--- src/rtl/reset_seq_ctrl.sv ---
// rtl/reset_seq_ctrl.sv - staged active-low reset release sequencer for multiple clock-reset domains
module reset_seq_ctrl #(
    parameter int NUM_DOMAINS = 3,
    parameter int HOLD_CYCLES = 4,
    parameter int GAP_CYCLES  = 2
) (
    input  logic                   clk,
    input  logic                   rst,
    input  logic                   ext_hold,
    input  logic                   sw_rst_req,
    output logic [NUM_DOMAINS-1:0] n_rst_out,
    output logic                   seq_done,
    output logic                   sw_rst_ack
);

    // Counter must reach the larger of the two terminal counts.
    localparam int MAX_CYCLES = (HOLD_CYCLES > GAP_CYCLES) ? HOLD_CYCLES : GAP_CYCLES;
    localparam int CNT_W      = $clog2(MAX_CYCLES + 1);
    localparam int IDX_W      = $clog2(NUM_DOMAINS + 1);

    localparam logic [CNT_W-1:0]       HOLD_LAST = CNT_W'(HOLD_CYCLES - 1);
    localparam logic [CNT_W-1:0]       GAP_LAST  = CNT_W'(GAP_CYCLES - 1);
    localparam logic [IDX_W-1:0]       IDX_LAST  = IDX_W'(NUM_DOMAINS - 1);
    localparam logic [NUM_DOMAINS-1:0] BIT0      = NUM_DOMAINS'(1);

    typedef enum logic [1:0] {
        HOLD    = 2'd0,
        RELEASE = 2'd1,
        RUN     = 2'd2
    } state_t;

    state_t           state;
    logic [CNT_W-1:0] cnt;
    logic [IDX_W-1:0] idx;
    // Remembers that the current re-sequence was software requested, so that
    // exactly one ack is issued when it eventually reaches RUN.
    logic             pending;

    // Sequencer: abort handling first, then hold count, staged release, run.
    always_ff @(posedge clk or posedge rst) begin
        if (rst) begin
            state      <= HOLD;
            cnt        <= '0;
            idx        <= '0;
            n_rst_out  <= '0;
            seq_done   <= 1'b0;
            sw_rst_ack <= 1'b0;
            pending    <= 1'b0;
        end else begin
            sw_rst_ack <= 1'b0;
            // Abort wins over any release that would happen on this edge.
            if (ext_hold || sw_rst_req) begin
                state     <= HOLD;
                cnt       <= '0;
                idx       <= '0;
                n_rst_out <= '0;
                seq_done  <= 1'b0;
                if (sw_rst_req) begin
                    pending <= 1'b1;
                end
            end else begin
                case (state)
                    HOLD: begin
                        if (cnt == HOLD_LAST) begin
                            n_rst_out[0] <= 1'b1;
                            cnt          <= '0;
                            if (NUM_DOMAINS == 1) begin
                                state      <= RUN;
                                seq_done   <= 1'b1;
                                sw_rst_ack <= pending;
                                pending    <= 1'b0;
                            end else begin
                                idx   <= IDX_W'(1);
                                state <= RELEASE;
                            end
                        end else begin
                            cnt <= cnt + CNT_W'(1);
                        end
                    end
                    RELEASE: begin
                        if (cnt == GAP_LAST) begin
                            // OR-in keeps earlier domains released; idx only
                            // moves upward so release order is fixed.
                            n_rst_out <= n_rst_out | (BIT0 << idx);
                            cnt       <= '0;
                            if (idx == IDX_LAST) begin
                                state      <= RUN;
                                seq_done   <= 1'b1;
                                sw_rst_ack <= pending;
                                pending    <= 1'b0;
                            end else begin
                                idx <= idx + IDX_W'(1);
                            end
                        end else begin
                            cnt <= cnt + CNT_W'(1);
                        end
                    end
                    RUN: begin
                        state <= RUN;
                    end
                    default: begin
                        state     <= HOLD;
                        cnt       <= '0;
                        idx       <= '0;
                        n_rst_out <= '0;
                        seq_done  <= 1'b0;
                    end
                endcase
            end
        end
    end

endmodule

--- config.mk ---
export PLATFORM = sky130hd
export DESIGN_NAME = reset_seq_ctrl
export DESIGN_NICKNAME = d
export VERILOG_FILES = /design/src/rtl/reset_seq_ctrl.sv
export SDC_FILE = /design/constraint.sdc
export NUM_CORES = 1
export LEC_CHECK = 0
export BUFFER_PORTS_ARGS = -buffer_cell sky130_fd_sc_hd__buf_4
export CORE_MARGIN = 2
export CORE_UTILIZATION = 55
export CTS_CLUSTER_DIAMETER = 40
export DETAILED_ROUTE_END_ITERATION = 6
export HOLD_SLACK_MARGIN = 0.06
export PLACE_DENSITY_LB_ADDON = 0.05
export SYNTH_ARGS = -nofsm -noshare
export SYNTH_HDL_FRONTEND = slang
export SYNTH_SLANG_ARGS = --single-unit
--- constraint.sdc ---
create_clock -name clk -period 1.7 [get_ports clk]
set_input_delay 0.085 -clock clk [delete_from_list [all_inputs] [get_ports clk]]
set_output_delay 0.085 -clock clk [all_outputs]
set_load 0.02 [all_outputs]
==> results.md <==
- Max-slew violations: 0
- Avg Inst Size Synth: around 9.6 um^2
- Worst slew pin tran: a little under 0.5 ns
- XOR/XNOR Fraction of Synth Area: 0%
- HP Start: ext_hold
- Max Cap Viol: 0
- Total core area: between 0.001 and 0.0015 mm^2
- Root Driver: clkbuf_4
- Post-Syn Instances: 81
- Final WS setup: approximately 0.074 ns
- Post-synthesis adder-cell area fraction: approximately 18%
- Largest family of logic cells by synthesized area: simple AND/OR/NAND/NOR gates
- Final ANT Viol Nets: 0
- Setup TNS Final: 0 ns
- Total track usage: between 10% and 20%
- Met2 wire len: roughly 750 um
- Register area: approximately 330 um^2
- Clock-pin slew on the worst setup and hold paths: around 0.09 ns
- Congestion Overflow GR: 0
- CP required: around 1.9 ns
- Arrival time at the worst endpoint: 1.86 ns
- Vias/cell: approximately 5.7
- Psw: approximately 0.00014 W
- Multi-input logic area: between 400 and 500 um^2
- Comb power frac: under 10%
- Clock Skew: 0.00683 ns
- Wl on met1: approximately 670 um
- Wire length per cell: about 14 um
- CP bufs+invs: 1
- Main synth FF type: dfrtp_1
- Largest stage delay, worst path: about 0.4 ns
- Distinct cells, synth: 26
- Total CTS buffers: 3
- Sequential power share: about 55%
- Rows: 13
- Via count: 620
- Crit. Startpoint: idx[0]
- Syn_nets: 96
- Minimum clock period: between 1.5 and 2 ns
- Setup WS pre-CTS: about 0.032 ns
- Die ar.: between 0.0015 and 0.002 mm^2
- Initial Utilization: 59.6%
- RSZ-0062 raised after global routing: no
- Leak: between 0.4 and 0.5 nW
- Reg2reg start: idx[0]
- Die W: between 40 and 50 um
- Sw Ratio: 25.3%
- Warnings from Yosys: 0
- DIE HEIGHT: 41.6 um
- Fillers: approximately 110
- Largest net degree at the start of global routing: 14
- Cell chain of the critical path: inv_1, ha_1, or3b_4, a211oi_2, o221a_2
- FF+latch count, synth: 13
- H-tree depth: 1
- Vias in the first global route: ~600
- Met3 WL post-DR: between 40 and 50 um
- Share of cells above drive strength 1: around a fifth
- CP max FO: 4
- Final Hold Viols: 0
- Post-synth EDFFs: 0
- Number of diodes: 0
- Initial antenna violation count: 0
- Synth Area in Simple Gates: 19.4%
- # setup viols final: 0
- Worst setup SP type: flop
- Mux contribution to synthesized area: 0%
- Min-Delay Path Class: primary input to flop
- Clock Tree Buf Depth: 2
- WHS: 0.155 ns
- First-pass GRT wire length: ~2500 um
- I/O pin cnt: 9
- Area Overhead vs Synth: 17.6%
- Critical path capture point type: flop
- P_int: around 0.00042 W
- Post-synthesis compound-gate area fraction: 15.2%
- Nets: 110
- Final core occ: 70.1%
- Worst slew margin: 67.1%
- Max IR drop VDD: 0.000450 V
- Final Wtd Congestion: 0.745
- Port bufs: 8
- Wirelength, routed: between 1500 and 2000 um
- Cell area after synthesis: between 700 and 800 um^2
- Cell Pwr Density: a little over 600 mW/mm^2
- Estimated wirelength of the detail-placed design: roughly 1100 um
- WS Path Type: flop to flop
- Register area share after synthesis: a little over two fifths
- Clock power share: between 30 and 40%
- Status: finished, final reports clean
- Worst-Skew Late Latency: between 0.2 and 0.3 ns
- Worst path slowest cell: or3b_4
- Asr flop ratio synth: 100%
- Crit share post-route: between 90% and 100%
- CTS Sinks: 13
- Drt first pass iters: 3
- Initial DRC Count: 5
- Fmax: ~0.62 GHz
- CTS tree: built
- Drc violations: 0
- Top delay family on crit path: compound AO/OA/AOI/OAI gates
- Top Metal Used: met4
-- layer usage --
layer | up-vias | track usage, %
li1 | 304 | -
met1 | 303 | 24.3
met2 | 8 | 31.3
met3 | 5 | 5.65
met4 | 0 | 11.6
met5 | - | 0
-- kinds of logic after synthesis --
| logic type | count (synthesis) |
|---|---|
| buffers and inverters | 12 |
| flip-flops | 13 |
| AND/OR/NAND/NOR | 28 |
| AO/OA/AOI/OAI | 17 |
| adder cells (fa/ha/maj) | 11 |
-- worst paths after layout --
kind                                      to  slack (ns)  depth (start not counted)
min in group asynchronous       n_rst_out[1]        0.37                          3
worst max-delay path                  idx[0]        0.07                          5
worst min register to register      seq_done        0.51                          1
worst max register to register        idx[0]        0.07                          5
worst min-delay path                  cnt[0]        0.16                          3
max in group asynchronous             cnt[2]        0.99                          3
-- through the flow --
step	power [W]	cell area (um^2)	cells
3_3_place_gp	0.000362	851	102
3_5_place_dp	0.000364	851	102
5_1_grt	0.000588	912	109
6_report	0.000568	912	109
4_1_cts	0.000565	897	108
2_1_floorplan	0.000349	776	81
-- Yosys cell counts (all sizes together) (2+ instances only) --
library cell	n	area, um^2
and3	2	12.5
ha	11	138
o31ai	3	22.5
or3	2	12.5
nand2	6	22.5
a21oi	7	35.0
o21a	2	15.0
nor3	2	10.0
clkbuf	3	11.3
dfrtp	13	325
nor2	6	22.5
nand3	2	10.0
inv	9	33.8
-- power groups by stage --
stage	logic, W	clock network, W	registers, W
floorplan	0.0000285	0	0.000320
global placement	0.0000421	0	0.000320
detailed placement	0.0000435	0	0.000320
CTS	0.0000469	0.000204	0.000314
global route	0.0000536	0.000220	0.000315
finish	0.0000476	0.000206	0.000314
-- layout make-up --
cell class	instances	share of cell area (%)
multi-input combinational	56	45.3
inverter	9	3.70
timing repair buffer	12	10.4
tap	15	2.06
sequential	13	35.7
clock buffer	4	2.88
-- tightest hold or removal path, stage by stage --
cell and delay (ns):
buf_4 0.08, or2_2 0.20, a21oi_2 0.05
-- cells in the final DEF, fill, tap and decap left out, drive strengths merged, types with 3 or more instances in the layout --
master / synthesis / routed
a21oi: 7 / 7
buf: 0 / 10
clkbuf: 3 / 4
dfrtp: 13 / 13
ha: 11 / 11
inv: 9 / 9
nand2: 6 / 6
nor2: 6 / 6
o31ai: 3 / 3
-- flip-flops by register name, indices dropped and copies added, names as in the netlist --
| register | count |
|---|---|
| pending | 1 |
| seq_done | 1 |
| cnt | 3 |
| idx | 2 |
| sw_rst_ack | 1 |
| n_rst_out | 3 |
| state | 2 |
-- timing repair --
| item | CTS | global route |
|---|---|---|
| hold endpoints to repair | 14 | 0 |
| endpoints found under the setup margin | 0 | 4 |
| setup buffers | 0 | 1 |
| hold buffers | 2 | 0 |
| resized for setup | 0 | 2 |
No activity file was read; power rests on OpenSTA's default activity.
